--- src/rtl/apb_rw_traffic_gen.sv ---
// apb_rw_traffic_gen
// APB3 master that writes a configurable data pattern across a range of
// addresses, reads every location back and checks it. It counts mismatches
// and slave errors, latches the address of the first failure and aborts the
// run if the slave holds PREADY low for too long.
module apb_rw_traffic_gen #(
  parameter int                ADDR_W      = 16,
  parameter int                DATA_W      = 16,
  parameter int                NUM_TXN     = 16,
  parameter logic [ADDR_W-1:0] BASE_ADDR   = '0,
  parameter int                ADDR_STRIDE = 1,
  parameter int                PATTERN     = 0,
  parameter int                MODE        = 0,
  parameter logic [15:0]       SEED        = 16'hA500,
  parameter int                TIMEOUT_CYC = 256
) (
  input  logic              pclk,
  input  logic              preset,
  input  logic              start,
  input  logic              init_done,
  output logic              psel,
  output logic              penable,
  output logic              pwrite,
  output logic [ADDR_W-1:0] paddr,
  output logic [DATA_W-1:0] pwdata,
  input  logic [DATA_W-1:0] prdata,
  input  logic              pready,
  input  logic              pslverr,
  output logic              busy,
  output logic              done,
  output logic              pass,
  output logic [15:0]       err_count,
  output logic [ADDR_W-1:0] first_err_addr,
  output logic              timeout
);

  // A one-transaction run still needs a one-bit index.
  localparam int IDX_W = (NUM_TXN > 1) ? $clog2(NUM_TXN) : 1;
  localparam int TO_W  = $clog2(TIMEOUT_CYC + 1);

  localparam logic [IDX_W-1:0]  LAST_IDX = IDX_W'(NUM_TXN - 1);
  localparam logic [TO_W-1:0]   TO_LAST  = TO_W'(TIMEOUT_CYC - 1);
  localparam logic [DATA_W-1:0] SEED_D   = DATA_W'(SEED);
  localparam logic [ADDR_W-1:0] STRIDE_A = ADDR_W'(ADDR_STRIDE);

  typedef enum logic [2:0] {
    S_IDLE,
    S_WAIT_INIT,
    S_SETUP,
    S_ACCESS,
    S_NEXT,
    S_DONE
  } state_t;

  typedef enum logic {
    PH_WRITE,
    PH_READ
  } phase_t;

  state_t            state;
  state_t            state_nxt;
  phase_t            phase;
  logic [IDX_W-1:0]  idx;
  logic [ADDR_W-1:0] cur_addr;
  logic [TO_W-1:0]   tcnt;

  logic              run_start;
  logic              xfer_ok;
  logic              to_hit;
  logic              last_xfer;
  logic              err_hit;
  logic [DATA_W-1:0] exp_data;

  // Data word for transaction i; all arithmetic wraps at DATA_W bits.
  function automatic logic [DATA_W-1:0] pattern_of(input logic [IDX_W-1:0] i);
    logic [DATA_W-1:0] sum;
    logic [DATA_W-1:0] res;
    sum = SEED_D + DATA_W'(i);
    case (PATTERN)
      1:       res = DATA_W'(1) << (int'(i) % DATA_W);
      2:       res = ~sum;
      default: res = sum;
    endcase
    return res;
  endfunction

  // Per-cycle events shared by the FSM and the datapath.
  always_comb begin
    run_start = start && ((state == S_IDLE) || (state == S_DONE));
    xfer_ok   = (state == S_ACCESS) && pready;
    to_hit    = (state == S_ACCESS) && !pready && (tcnt == TO_LAST);
    last_xfer = (phase == PH_READ) && (idx == LAST_IDX);
    exp_data  = pattern_of(idx);
    // A read that both mismatches and reports PSLVERR is one error.
    err_hit   = xfer_ok && (pslverr || ((phase == PH_READ) && (prdata != exp_data)));
  end

  // State register; reset is synchronous and returns straight to IDLE.
  always_ff @(posedge pclk) begin
    // NOTE: sequential state uses non-blocking assignments so every flop
    // samples the pre-edge values of the others.
    if (preset) state <= S_IDLE;
    else        state <= state_nxt;
  end

  // Next-state decode and APB/status outputs, all derived from registers.
  always_comb begin
    // NOTE: every output gets a default first, so no path can leave one
    // unassigned and infer a latch.
    state_nxt = state;
    psel      = 1'b0;
    penable   = 1'b0;
    pwrite    = 1'b0;
    paddr     = '0;
    pwdata    = '0;
    busy      = 1'b0;
    done      = 1'b0;
    pass      = 1'b0;

    case (state)
      S_IDLE: begin
        if (start) state_nxt = S_WAIT_INIT;
      end
      S_WAIT_INIT: begin
        busy = 1'b1;
        if (init_done) state_nxt = S_SETUP;
      end
      S_SETUP: begin
        busy      = 1'b1;
        psel      = 1'b1;
        state_nxt = S_ACCESS;
      end
      S_ACCESS: begin
        busy    = 1'b1;
        psel    = 1'b1;
        penable = 1'b1;
        if (pready)      state_nxt = S_NEXT;
        else if (to_hit) state_nxt = S_DONE;
      end
      S_NEXT: begin
        busy      = 1'b1;
        state_nxt = last_xfer ? S_DONE : S_SETUP;
      end
      S_DONE: begin
        done = 1'b1;
        pass = (err_count == 16'h0000) && !timeout;
        if (start) state_nxt = S_WAIT_INIT;
      end
      default: state_nxt = S_IDLE;
    endcase

    // Address, direction and write data only change in NEXT, so they stay
    // stable from SETUP through every wait state of ACCESS.
    if (psel) begin
      paddr  = cur_addr;
      pwrite = (phase == PH_WRITE);
      pwdata = (phase == PH_WRITE) ? exp_data : '0;
    end
  end

  // Sequencing position, timeout counter and error log.
  always_ff @(posedge pclk) begin
    if (preset) begin
      phase          <= PH_WRITE;
      idx            <= '0;
      cur_addr       <= '0;
      tcnt           <= '0;
      err_count      <= '0;
      first_err_addr <= '0;
      timeout        <= 1'b0;
    end else begin
      if (run_start) begin
        phase          <= PH_WRITE;
        idx            <= '0;
        cur_addr       <= BASE_ADDR;
        err_count      <= '0;
        first_err_addr <= '0;
        timeout        <= 1'b0;
      end

      // Counts ACCESS cycles; leaving ACCESS clears it for the next transfer.
      if (state == S_ACCESS) tcnt <= tcnt + TO_W'(1);
      else                   tcnt <= '0;

      if (err_hit) begin
        if (err_count != 16'hFFFF) err_count <= err_count + 16'd1;
        if (err_count == 16'h0000) first_err_addr <= cur_addr;
      end

      if (to_hit) timeout <= 1'b1;

      // Step to the next transfer; the final read leaves everything as is.
      if ((state == S_NEXT) && !last_xfer) begin
        if (MODE == 1) begin
          if (phase == PH_WRITE) begin
            phase <= PH_READ;
          end else begin
            phase    <= PH_WRITE;
            idx      <= idx + IDX_W'(1);
            cur_addr <= cur_addr + STRIDE_A;
          end
        end else begin
          if ((phase == PH_WRITE) && (idx == LAST_IDX)) begin
            phase    <= PH_READ;
            idx      <= '0;
            cur_addr <= BASE_ADDR;
          end else begin
            idx      <= idx + IDX_W'(1);
            cur_addr <= cur_addr + STRIDE_A;
          end
        end
      end
    end
  end

endmodule
--- config.mk ---
export PLATFORM = sky130hd
export DESIGN_NAME = apb_rw_traffic_gen
export DESIGN_NICKNAME = d
export VERILOG_FILES = /design/src/rtl/apb_rw_traffic_gen.sv
export SDC_FILE = /design/constraint.sdc
export NUM_CORES = 1
export LEC_CHECK = 0
export BUFFER_PORTS_ARGS = -buffer_cell sky130_fd_sc_hd__buf_2
export CORE_UTILIZATION = 40
export CTS_CLUSTER_DIAMETER = 30
export DETAILED_ROUTE_END_ITERATION = 10
export HOLD_SLACK_MARGIN = 0.1
export MAX_ROUTING_LAYER = met4
export PLACE_DENSITY = 0.59
export SLEW_MARGIN = 20
export SYNTH_ARGS = -nofsm -noshare
export SYNTH_HDL_FRONTEND = slang
export SYNTH_SLANG_ARGS = --single-unit
--- constraint.sdc ---
create_clock -name pclk -period 5.4 [get_ports pclk]
set_clock_uncertainty 0.1 [all_clocks]
set_input_delay 0.81 -clock pclk [delete_from_list [all_inputs] [get_ports pclk]]
set_output_delay 0.81 -clock pclk [all_outputs]
set_load 0.05 [all_outputs]
# ---- Yosys cells after proc, flatten, opt, wreduce, memory -nomap -nowiden
# Cells that the tools add are included.
dict set report totals {
  register_bits 66
  inputBits 22
  output_inout_bits 71
  elab_cells 83
}
dict set report op_classes {
  add_sub_neg 5
  eq_ne 12
  n_mux 32
  bitwise 2
  reduce_logical 24
}
# operator count
set op_table {}
lappend op_table {{2-to-1 mux 16 bit} 12}
lappend op_table {{adder 16 x 1 -> 16 bit (second input constant)} 2}
lappend op_table {{adder 16 x 4 -> 16 bit (first input constant)} 1}
lappend op_table {{logical NOT 16 bit} 1}
lappend op_table {{inequality test 16 bit} 1}
lappend op_table {{inequality test 16 bit (second input constant)} 1}
lappend op_table {{2-to-1 mux 3 bit} 5}
lappend op_table {{one-hot mux 3 bit (5 select lines)} 1}
lappend op_table {{2-to-1 mux 4 bit} 3}
lappend op_table {{2-to-1 mux 1 bit} 11}
lappend op_table {{logical AND 1 bit} 10}
lappend op_table {{adder 9 x 1 -> 9 bit (second input constant)} 1}
lappend op_table {{== test 9 x 8 -> 1 bit (second input constant)} 1}
lappend op_table {{== test 3 x 2 -> 1 bit (second input constant)} 2}
lappend op_table {{== test 3 bit (second input constant)} 2}
lappend op_table {{OR reduction 2 bit} 3}
lappend op_table {{adder 4 x 1 -> 4 bit (second input constant)} 1}
lappend op_table {{== test 4 bit (second input constant)} 1}
lappend op_table {{nonzero test 2 bit} 2}
lappend op_table {{OR reduction 4 bit} 1}
lappend op_table {{== test 3 x 1 -> 1 bit (second input constant)} 1}
lappend op_table {{logical NOT 1 bit} 3}
lappend op_table {{logical NOT 3 bit} 1}
lappend op_table {{inequality test 3 bit (second input constant)} 1}
lappend op_table {{other kinds (5)} 7}

# ---- Logic depth before layout (Yosys ltp)
# Gate-level depths: netlist of run 1.
dict set report depth {
  ltp_word 6
  mapped_depth 10
  mapped_depth_nobuf 10
}

# ---- Least setup slack after synthesis of run 1
# Ideal clock, no wire load.
dict set report synth_timing {
  path_type {register -> output}
  startpoint {reg state[0]}
  endpoint {out pass}
  arrival_ps 2526
  required_ps 4490
  path_slack_ps 1964
  stages_incl_launch_ff 5
  n_path_buf 1
  cell_sequence {dfxtp_1 clkbuf_1 inv_1 nor3_1 and3b_1}
}
dict set report synth_via {
  elab_chain_len 2
}
# element line_no
set synth_rtl {}
lappend synth_rtl {{start: declaration} 60} ;# state_t state;
lappend synth_rtl {{start signal: assignment} 103} ;# else state <= state_nxt;
lappend synth_rtl {{== test 3 bit} 120} ;# case (state)
lappend synth_rtl {{2-to-1 mux 1 bit} 120}
lappend synth_rtl {{end: declaration} 31} ;# output logic pass,
# Every way passes these cells.

# ---- Final worst setup path of run 1
dict set report layout_timing {
  startpoint {reg state[1]}
  endpoint {out pwdata[0]}
}
dict set report layout_via {
  elab_chain_len 4
  word_cells_on_any_way 5
  classes_between {eq/ne (2); mux (2); reduce/logical (1)}
}
# element line_no
set layout_rtl {}
lappend layout_rtl {{== test 3 x 2 -> 1 bit} 120}
lappend layout_rtl {{OR reduction 2 bit (no source line) (*)} -}
lappend layout_rtl {{2-to-1 mux 1 bit (*)} 120}
lappend layout_rtl {{2-to-1 mux 16 bit (*)} 154} ;# if (psel) begin
lappend layout_rtl {{end: declaration} 25} ;# output logic [DATA_W-1:0] pwdata,
# Every way passes the cells marked *; elsewhere a longest branch is shown, timed or not.

==> report_table.html, run 1 <==
<table>
<tr><th>Metric</th><th>Value</th></tr>
<tr><th colspan="2">Floorplan</th></tr>
<tr><td>I/O pin count</td><td>93</td></tr>
<tr><td>Overall die area</td><td>0.009807 sq mm</td></tr>
<tr><td>Initial core utilization</td><td>40.95%</td></tr>
<tr><td>Die boundary width</td><td>99.03 um</td></tr>
<tr><td>Cell row count</td><td>35</td></tr>
<tr><td>Die height</td><td>99.03 um</td></tr>
<tr><td>Core region area</td><td>0.009196 sq mm</td></tr>
<tr><th colspan="2">Logic synthesis</th></tr>
<tr><td>Fraction of registers with async set or reset after synthesis</td><td>0%</td></tr>
<tr><td>Cell area after technology mapping</td><td>0.003766 sq mm</td></tr>
<tr><td>Main flop type after synthesis</td><td>dfxtp_1</td></tr>
<tr><td>Mapped Cells</td><td>474</td></tr>
<tr><td>Count of distinct cell types in the synthesized netlist</td><td>66</td></tr>
<tr><td>Syn avg cell area</td><td>7.945 sq um</td></tr>
<tr><td>Register bit count reported by yosys</td><td>66</td></tr>
<tr><td>Count of synthesis-stage warnings from yosys</td><td>0</td></tr>
<tr><td>Count of flip-flops with a built-in enable after synthesis</td><td>0</td></tr>
<tr><td>Share of the yosys chip area belonging to registers</td><td>35.08%</td></tr>
<tr><th colspan="2">Timing</th></tr>
<tr><td>Final TNS setup</td><td>0 ps</td></tr>
<tr><td>Maximum operating frequency</td><td>0.2899 GHz</td></tr>
<tr><td>Hold slack</td><td>349.3 ps</td></tr>
<tr><td>Fin worst setup slack</td><td>1951 ps</td></tr>
<tr><td>Final Setup Violations</td><td>0</td></tr>
<tr><td>Final period utilization</td><td>63.87%</td></tr>
<tr><td>Unrepaired setup endpoints after global routing</td><td>no</td></tr>
<tr><td>Number of pins with negative max-slew slack in the final report</td><td>0</td></tr>
<tr><td>Total count of hold-check failures in the final report</td><td>0</td></tr>
<tr><td>Worst-margin pin slew</td><td>988.5 ps</td></tr>
<tr><td>Post-route minimum period</td><td>3449 ps</td></tr>
<tr><td>Worst max-slew margin expressed relative to the limit</td><td>34.10%</td></tr>
<tr><th colspan="2">Cells and area</th></tr>
<tr><td>Share of post-route cells with drive strength above 1</td><td>22.59%</td></tr>
<tr><td>Signed area change from the synthesized netlist to the final layout</td><td>17.14%</td></tr>
<tr><td>N_diodes</td><td>0</td></tr>
<tr><td>Nets</td><td>563</td></tr>
<tr><td>Non-Filler Instances</td><td>651</td></tr>
<tr><th colspan="2">Drt</th></tr>
<tr><td>Vias after detailed routing</td><td>3,703</td></tr>
<tr><td>Via density per instance</td><td>5.688</td></tr>
<tr><td>DRC Markers</td><td>0</td></tr>
<tr><td>Length of the first detailed-routing pass in iterations</td><td>4</td></tr>
<tr><td>Detailed router's first-iteration violation count</td><td>179</td></tr>
<tr><td>Aggregate routed wire length</td><td>10,200 um</td></tr>
<tr><td>Remaining antenna violation count</td><td>0</td></tr>
<tr><td>Routed wire length per instance</td><td>15.67 um</td></tr>
<tr><th colspan="2">Setup path</th></tr>
<tr><td>Critical setup path kind</td><td>flop to output port</td></tr>
<tr><td>Setup slack of the worst register-to-register path</td><td>2860 ps</td></tr>
<tr><td>Crit path capture type</td><td>output port</td></tr>
<tr><td>Number of cells on the critical path</td><td>4</td></tr>
<tr><td>Source of the worst register-to-register timing path</td><td>err_count[0]</td></tr>
<tr><td>WP buf/inv</td><td>1</td></tr>
<tr><td>Master of the slowest instance on the critical path</td><td>nor2b_2</td></tr>
<tr><td>Arr. time, crit path</td><td>2540 ps</td></tr>
<tr><td>Required time at the worst-slack endpoint</td><td>4490 ps</td></tr>
<tr><td>Number of cells on the worst reg-to-reg path</td><td>7</td></tr>
<tr><td>Highest net fanout along the worst path</td><td>20</td></tr>
<tr><td>List of cells traversed by the critical path</td><td>nor2b_2, nor2b_1, and2_1, buf_2</td></tr>
<tr><td>Category of cells accounting for the largest share of critical-path delay</td><td>simple AND/OR/NAND/NOR gates</td></tr>
<tr><td>Highest cell delay on the worst timing path</td><td>690 ps</td></tr>
<tr><td>Worst Setup Start Kind</td><td>flop</td></tr>
<tr><td>Reg-to-reg critical path endpoint</td><td>first_err_addr[7]</td></tr>
<tr><th colspan="2">Global routing</th></tr>
<tr><td>Gr usage total</td><td>22.28%</td></tr>
<tr><td>Total congestion overflow</td><td>0</td></tr>
<tr><td>Number of global-route vias before repair</td><td>3,395</td></tr>
<tr><td>Maximum number of pins on one net before global-route repair</td><td>52</td></tr>
<tr><td>Wire length of the first global-routing pass</td><td>16,960 um</td></tr>
<tr><td>Initial antenna violation count</td><td>0</td></tr>
<tr><th colspan="2">Placement</th></tr>
<tr><td>Port buffer count</td><td>84</td></tr>
<tr><td># placed instances</td><td>635</td></tr>
<tr><td>Final weighted congestion in routability-driven placement</td><td>0.8713</td></tr>
<tr><td>Post-Place Setup Slack</td><td>2011 ps</td></tr>
<tr><td>Half-perimeter wire length of the detailed placement result</td><td>6927 um</td></tr>
<tr><th colspan="2">Clock network</th></tr>
<tr><td>Clk sinks</td><td>66</td></tr>
<tr><td>Clock input transition at the sequential cells of the worst setup and hold paths</td><td>70 ps</td></tr>
<tr><td>Latest clock arrival within the worst-skew pair</td><td>350 ps</td></tr>
<tr><td>CTS Buf Count</td><td>9</td></tr>
<tr><td>Number of buffers added to fix hold violations after cts</td><td>0</td></tr>
<tr><td>Number of buffers inserted to repair setup after CTS</td><td>0</td></tr>
<tr><td>Longest Clk Path Bufs</td><td>2</td></tr>
<tr><td>CTS tree</td><td>done</td></tr>
<tr><td>H-tree lvl count</td><td>3</td></tr>
<tr><td>Buffer cell driving the clock tree root</td><td>clkbuf_8</td></tr>
<tr><td>Post_cts resized</td><td>0</td></tr>
<tr><th colspan="2">Hold path</th></tr>
<tr><td>Capture endpoint of the worst hold path</td><td>tcnt[0]</td></tr>
<tr><td>Type of the tightest min-delay check</td><td>flop to flop</td></tr>
<tr><td>Worst min-delay path startpoint</td><td>tcnt[0]</td></tr>
<tr><td>Hold Path Depth</td><td>1</td></tr>
<tr><th colspan="2">Power</th></tr>
<tr><td>Maximum vdd ir drop</td><td>0.0001425 V</td></tr>
<tr><td>Switching share of power</td><td>28.37%</td></tr>
<tr><td>Sequential share of power</td><td>40.3%</td></tr>
<tr><td>Total power density per cell area</td><td>285.0 mW/mm^2</td></tr>
<tr><td>Power dissipated by switching net loads</td><td>356.7 uW</td></tr>
<tr><td>Leak Pwr</td><td>1.753 nW</td></tr>
<tr><td>Part of the total power dissipated in the clock network</td><td>46.0%</td></tr>
<tr><td>Fraction of power consumed by combinational cells</td><td>13.7%</td></tr>
<tr><td>Int Pwr</td><td>900.8 uW</td></tr>
<tr><th colspan="2">Job</th></tr>
<tr><td>Number of max-cap violations</td><td>0</td></tr>
<tr><th colspan="2">Outcome</th></tr>
<tr><td>Run status</td><td>complete, no violations</td></tr>
</table>
power by group through the flow:
stage	sequential [mW]	combinational, mW	clock [mW]
floorplan	0.511	0.153	0
global placement	0.518	0.170	0
detailed placement	0.518	0.172	0
CTS	0.507	0.173	0.585
global route	0.508	0.186	0.606
finish	0.507	0.172	0.578
flip-flops by register name, summed over array words and instances (netlist names):
register,cells
cur_addr,16
err_count,16
first_err_addr,16
idx,4
phase,1
state,3
tcnt,9
timeout,1
synthesized netlist by cell type (all sizes together), types with 5 or more instances:
master	instances	share of area, %
dfxtp	66	35
nand3	54	7.2
nor2	47	5.2
a21oi	41	5.4
nand2	29	2.9
buf	26	4.4
and2	24	4.0
o21ai	23	3.2
clkbuf	16	1.6
nand4	16	3.2
nor3	14	1.9
xnor2	13	3.0
inv	11	1.1
nor4	8	1.9
a31oi	7	1.2
ha	6	2.0
nor2b	5	0.83
or3	5	0.96
final cells by class:
class / count / area, sq um
flip-flops and latches: 66 / 1321
multi-input cells: 362 / 2207
fillers: 948 / 4785
clock inverters: 6 / 137.6
clock buffers: 10 / 137.6
inverters: 11 / 41.29
well taps: 111 / 138.9
repair buffers: 85 / 427.9
placed cells by master (no fill, tap or decap), types with 13 or more instances in the layout:
cell / instances
buf_2: 84
dfxtp_1: 66
nand3_1: 54
nor2_1: 45
a21oi_1: 41
nand2_1: 28
and2_1: 24
o21ai_0: 16
nor3_1: 14
nand4_1: 14
xnor2_1: 13
worst max-delay path by stage:
stage              from        end  slack [ps]
2_1_floorplan  state[0]       pass        1960
4_1_cts        state[1]  pwdata[0]        1620
5_1_grt        state[1]  pwdata[0]        1750
3_5_place_dp   state[1]  pwdata[0]        2010
3_3_place_gp   state[1]  pwdata[1]        2120
6_report       state[1]  pwdata[0]        1950
per-stage QoR:
| step | cell area [sq um] | util, % | power, mW |
|---|---|---|---|
| 3_3_place_gp | 4131 | 44.93 | 0.6878 |
| 3_5_place_dp | 4134 | 44.95 | 0.6903 |
| 5_1_grt | 4412 | 47.97 | 1.301 |
| 4_1_cts | 4409 | 47.95 | 1.265 |
| 2_1_floorplan | 3792 | - | 0.6634 |
| 6_report | 4412 | 47.97 | 1.258 |
cells by family (layout without fill, tap and decap cells):
| group | Yosys count | after routing | synth area share, % |
|---|---|---|---|
| adder cells (fa/ha/maj) | 6 | 6 | 1.993 |
| flip-flops | 66 | 66 | 35.08 |
| buffers and inverters | 53 | 112 | 7.143 |
| AND/OR/NAND/NOR | 226 | 226 | 33.39 |
| AO/OA/AOI/OAI | 99 | 99 | 16.65 |
| multiplexers | 6 | 6 | 1.694 |
| XOR/XNOR | 17 | 17 | 3.953 |
| other | 1 | 8 | 0.09957 |
metal layers:
| metal | track usage (%) | routed length [um] |
|---|---|---|
| met5 | - | 0 |
| met2 | 35.34 | 4798 |
| met3 | 3.617 | 661 |
| met1 | 28.65 | 4601 |
| met4 | 7.922 | 136 |
worst reg2reg max path: cells and delay by family (launching register included):
| kind | cells | cell delay (ps) |
|---|---|---|
| and+or+nand+nor | 3 | 1030 |
| DFF | 1 | 370 |
| muxes | 1 | 370 |
| AOI/OAI and AO/OA | 1 | 360 |
| adders and majority gates | 1 | 150 |
| buffers and inverters | 1 | 100 |
No activity file was read; power rests on OpenSTA's default activity.
==> run 2, diff against run 1 <==
--- a/config.mk
+++ b/config.mk
@@ -11,7 +11,7 @@
 export DETAILED_ROUTE_END_ITERATION = 10
 export HOLD_SLACK_MARGIN = 0.1
 export MAX_ROUTING_LAYER = met4
-export PLACE_DENSITY = 0.59
+export PLACE_DENSITY = 0.61
 export SLEW_MARGIN = 20
 export SYNTH_ARGS = -nofsm -noshare
 export SYNTH_HDL_FRONTEND = slang
==> constraint.sdc (replaced) <==
create_clock -name pclk -period 2.8 [get_ports pclk]
set_clock_uncertainty 0.1 [all_clocks]
set_input_delay 0.42 -clock pclk [delete_from_list [all_inputs] [get_ports pclk]]
set_output_delay 0.42 -clock pclk [all_outputs]
set_load 0.05 [all_outputs]
==> run 2 against run 1 <==
Design area is essentially flat. Global-route usage decreased by 1.2 points. Sequential power grew 90%. Core utilization barely moved. Final cell count rose by 1.4%. Worst setup slack worse by 1700 ps. Flip-flop and latch count did not move. Critical path type unchanged.
==> report_table.html, run 2 (synthesis gave the netlist of run 1 again) <==
<table>
<tr><th>Metric</th><th>Value</th></tr>
<tr><th colspan="2">Outcome</th></tr>
<tr><td>Run status</td><td>complete, no violations</td></tr>
<tr><th colspan="2">Clock network</th></tr>
<tr><td>Number of buffers added to fix hold violations after cts</td><td>0 (unchanged)</td></tr>
<tr><td>Clock input transition at the sequential cells of the worst setup and hold paths</td><td>70 ps (about the same)</td></tr>
<tr><td>H-tree lvl count</td><td>3 (unchanged)</td></tr>
<tr><td>CTS tree</td><td>done</td></tr>
<tr><td>Longest Clk Path Bufs</td><td>2 (unchanged)</td></tr>
<tr><td>Buffer cell driving the clock tree root</td><td>clkbuf_8</td></tr>
<tr><td>Latest clock arrival within the worst-skew pair</td><td>350 ps (about the same)</td></tr>
<tr><td>Number of buffers inserted to repair setup after CTS</td><td>0 (unchanged)</td></tr>
<tr><td>Post_cts resized</td><td>0 (unchanged)</td></tr>
<tr><td>CTS Buf Count</td><td>9 (unchanged)</td></tr>
<tr><td>Clk sinks</td><td>66 (unchanged)</td></tr>
<tr><th colspan="2">Cells and area</th></tr>
<tr><td>Most common cell after layout, fill and taps aside</td><td>buf_2</td></tr>
<tr><td>Share of post-route cells with drive strength above 1</td><td>23.86% (+1.3 points)</td></tr>
<tr><td>Non-Filler Instances</td><td>660 (+1.4%)</td></tr>
<tr><td>Leading cell types in the layout, fill and taps excluded</td><td>buf_2 (84), dfxtp_1 (66), nand3_1 (54)</td></tr>
<tr><td>N_diodes</td><td>0 (unchanged)</td></tr>
<tr><td>Signed area change from the synthesized netlist to the final layout</td><td>17.11% (about the same)</td></tr>
<tr><td>Largest regs</td><td>cur_addr: 16 flops, err_count: 16 flops, first_err_addr: 16 flops</td></tr>
<tr><td>Nets</td><td>572 (+1.6%)</td></tr>
<tr><th colspan="2">Setup path</th></tr>
<tr><td>Worst Setup Start Kind</td><td>flop</td></tr>
<tr><td>Master of the slowest instance on the critical path</td><td>and4_1</td></tr>
<tr><td>Arr. time, crit path</td><td>2070 ps (-470 ps)</td></tr>
<tr><td>Highest cell delay on the worst timing path</td><td>420 ps (-270 ps)</td></tr>
<tr><td>Number of cells on the worst reg-to-reg path</td><td>6 (-1)</td></tr>
<tr><td>Crit path capture type</td><td>output port</td></tr>
<tr><td>Highest net fanout along the worst path</td><td>7 (-65%)</td></tr>
<tr><td>Setup slack of the worst register-to-register path</td><td>440 ps (-2420 ps)</td></tr>
<tr><td>Critical setup path kind</td><td>flop to output port</td></tr>
<tr><td>List of cells traversed by the critical path</td><td>inv_1, ha_1, nor4b_1, and4_1, and3b_1, buf_2</td></tr>
<tr><td>Reg-to-reg critical path endpoint</td><td>err_count[11]</td></tr>
<tr><td>Required time at the worst-slack endpoint</td><td>2280 ps (-2210 ps)</td></tr>
<tr><td>Source of the worst register-to-register timing path</td><td>err_count[1]</td></tr>
<tr><th colspan="2">Power</th></tr>
<tr><td>Total power</td><td>2.153 mW (+71%)</td></tr>
<tr><td>Power dissipated by switching net loads</td><td>672.6 uW (+89%)</td></tr>
<tr><td>Int Pwr</td><td>1.480 mW (+64%)</td></tr>
<tr><td>Total power density per cell area</td><td>488.1 mW/mm^2 (+71%)</td></tr>
<tr><td>Fraction of power consumed by combinational cells</td><td>16.8% (+3.1 points)</td></tr>
<tr><td>Leak Pwr</td><td>1.754 nW (about the same)</td></tr>
<tr><td>Switching share of power</td><td>31.24% (+2.9 points)</td></tr>
<tr><td>Part of the total power dissipated in the clock network</td><td>38.3% (-7.7 points)</td></tr>
<tr><td>Sequential share of power</td><td>44.8% (+4.5 points)</td></tr>
<tr><td>Maximum vdd ir drop</td><td>0.0003764 V (+160%)</td></tr>
<tr><th colspan="2">Floorplan</th></tr>
<tr><td>I/O pin count</td><td>93 (unchanged)</td></tr>
<tr><td>Die height</td><td>99.03 um (unchanged)</td></tr>
<tr><td>Cell row count</td><td>35 (unchanged)</td></tr>
<tr><td>Initial core utilization</td><td>40.95% (unchanged)</td></tr>
<tr><td>Core region area</td><td>0.009196 sq mm (unchanged)</td></tr>
<tr><td>Die boundary width</td><td>99.03 um (unchanged)</td></tr>
<tr><td>Overall die area</td><td>0.009807 sq mm (unchanged)</td></tr>
<tr><th colspan="2">Drt</th></tr>
<tr><td>DRC Markers</td><td>0 (unchanged)</td></tr>
<tr><td>Aggregate routed wire length</td><td>9616 um (-5.7%)</td></tr>
<tr><td>Via density per instance</td><td>5.508 (-3.2%)</td></tr>
<tr><td>Detailed router's first-iteration violation count</td><td>175 (-2.2%)</td></tr>
<tr><td>Vias after detailed routing</td><td>3,635 (-1.8%)</td></tr>
<tr><td>Routed wire length per instance</td><td>14.57 um (-7.0%)</td></tr>
<tr><td>Remaining antenna violation count</td><td>0 (unchanged)</td></tr>
<tr><td>Length of the first detailed-routing pass in iterations</td><td>4 (unchanged)</td></tr>
<tr><th colspan="2">Global routing</th></tr>
<tr><td>Wire length of the first global-routing pass</td><td>16,010 um (-5.6%)</td></tr>
<tr><td>Total congestion overflow</td><td>0 (unchanged)</td></tr>
<tr><td>Number of global-route vias before repair</td><td>3,325 (-2.1%)</td></tr>
<tr><td>Maximum number of pins on one net before global-route repair</td><td>31 (-40%)</td></tr>
<tr><td>Initial antenna violation count</td><td>0 (unchanged)</td></tr>
<tr><td>Gr usage total</td><td>21.04% (-1.2 points)</td></tr>
<tr><th colspan="2">Timing</th></tr>
<tr><td>Number of pins with negative max-slew slack in the final report</td><td>0 (unchanged)</td></tr>
<tr><td>Fin worst setup slack</td><td>207.1 ps (-1744 ps)</td></tr>
<tr><td>Worst-margin pin slew</td><td>660.5 ps (-328.0 ps)</td></tr>
<tr><td>Final period utilization</td><td>92.60%</td></tr>
<tr><td>Final TNS setup</td><td>0 ps (unchanged)</td></tr>
<tr><td>Post-route minimum period</td><td>2593 ps</td></tr>
<tr><td>Unrepaired setup endpoints after global routing</td><td>no</td></tr>
<tr><td>Maximum operating frequency</td><td>0.3857 GHz</td></tr>
<tr><td>Hold slack</td><td>352.7 ps (+3.408 ps)</td></tr>
<tr><td>Worst max-slew margin expressed relative to the limit</td><td>55.97% (+22 points)</td></tr>
<tr><td>Total count of hold-check failures in the final report</td><td>0 (unchanged)</td></tr>
<tr><td>Final Setup Violations</td><td>0 (unchanged)</td></tr>
<tr><th colspan="2">Hold path</th></tr>
<tr><td>Hold Path Depth</td><td>1 (unchanged)</td></tr>
<tr><td>Worst min-delay path startpoint</td><td>tcnt[0]</td></tr>
<tr><td>Type of the tightest min-delay check</td><td>flop to flop</td></tr>
<tr><td>Capture endpoint of the worst hold path</td><td>tcnt[0]</td></tr>
<tr><th colspan="2">Placement</th></tr>
<tr><td>Final weighted congestion in routability-driven placement</td><td>0.8987 (+3.1%)</td></tr>
<tr><td>Half-perimeter wire length of the detailed placement result</td><td>6875 um (-0.75%)</td></tr>
<tr><td># placed instances</td><td>644 (+1.4%)</td></tr>
<tr><td>Post-Place Setup Slack</td><td>428.1 ps (-1583 ps)</td></tr>
<tr><td>Port buffer count</td><td>84 (unchanged)</td></tr>
<tr><th colspan="2">Job</th></tr>
<tr><td>Number of max-cap violations</td><td>0 (unchanged)</td></tr>
</table>
[run 2: cell count changes in the layout (fill, tap and decap cells not counted)]
cell        previous run  this run
clkinv_2               0         1
nor3_1                14        13
nand2_2                1         0
bufinv_16              4         1
nand2_1               28        29
clkinvlp_4             0         3
buf_4                  1        10
nor3_2                 0         1
clkinv_4               2         1
[run 2: area by class of cell]
type / instances / area (sq um)
fill: 921 / 4786
multi-input combinational: 362 / 2210
sequential: 66 / 1321
timing repair buffer: 94 / 495.5
tap: 111 / 138.9
clock buffer: 10 / 137.6
clock inverter: 6 / 66.31
inverter: 11 / 41.29
[run 2: metal layers]
| metal | wire (um) | track usage (%) | vias up |
|---|---|---|---|
| met2 | 4512 | 33.03 | 111 |
| met3 | 589 | 5.248 | 12 |
| met4 | 150 | 7.118 | 0 |
| li1 | - | - | 1822 |
| met5 | 0 | - | - |
| met1 | 4363 | 26.35 | 1690 |
[run 2: worst max path at each step]
stage / cells after the start / endpoint / slack, ps / startpoint
2_1_floorplan: 5 / pwdata[0] / 220 / state[1]
3_3_place_gp: 6 / err_count[11] / 500 / prdata[6]
3_5_place_dp: 6 / err_count[11] / 430 / prdata[6]
4_1_cts: 6 / pass / 200 / err_count[0]
5_1_grt: 6 / pass / 110 / err_count[0]
6_report: 6 / pass / 210 / err_count[0]
[run 2: power by group through the flow]
stage               clock network [mW]  registers, mW  logic [mW]
finish                           0.825          0.965       0.362
global route                     0.889          0.967       0.390
CTS                              0.844          0.965       0.363
detailed placement                   0          0.987       0.361
global placement                     0          0.986       0.357
floorplan                            0          0.985       0.296
[run 2: worst max-delay path: cells and delay by family (launching register included)]
family	cells	cell delay (ps)
buf+inv	2	360
flops	1	370
simple gates	3	850
fa+ha+maj	1	160
[run 2: metrics by stage]
step	util, %	area (sq um)
2_1_floorplan	-	3800
3_3_place_gp	45.74	4207
3_5_place_dp	45.74	4207
4_1_cts	47.96	4410
5_1_grt	47.96	4410
6_report	47.96	4410
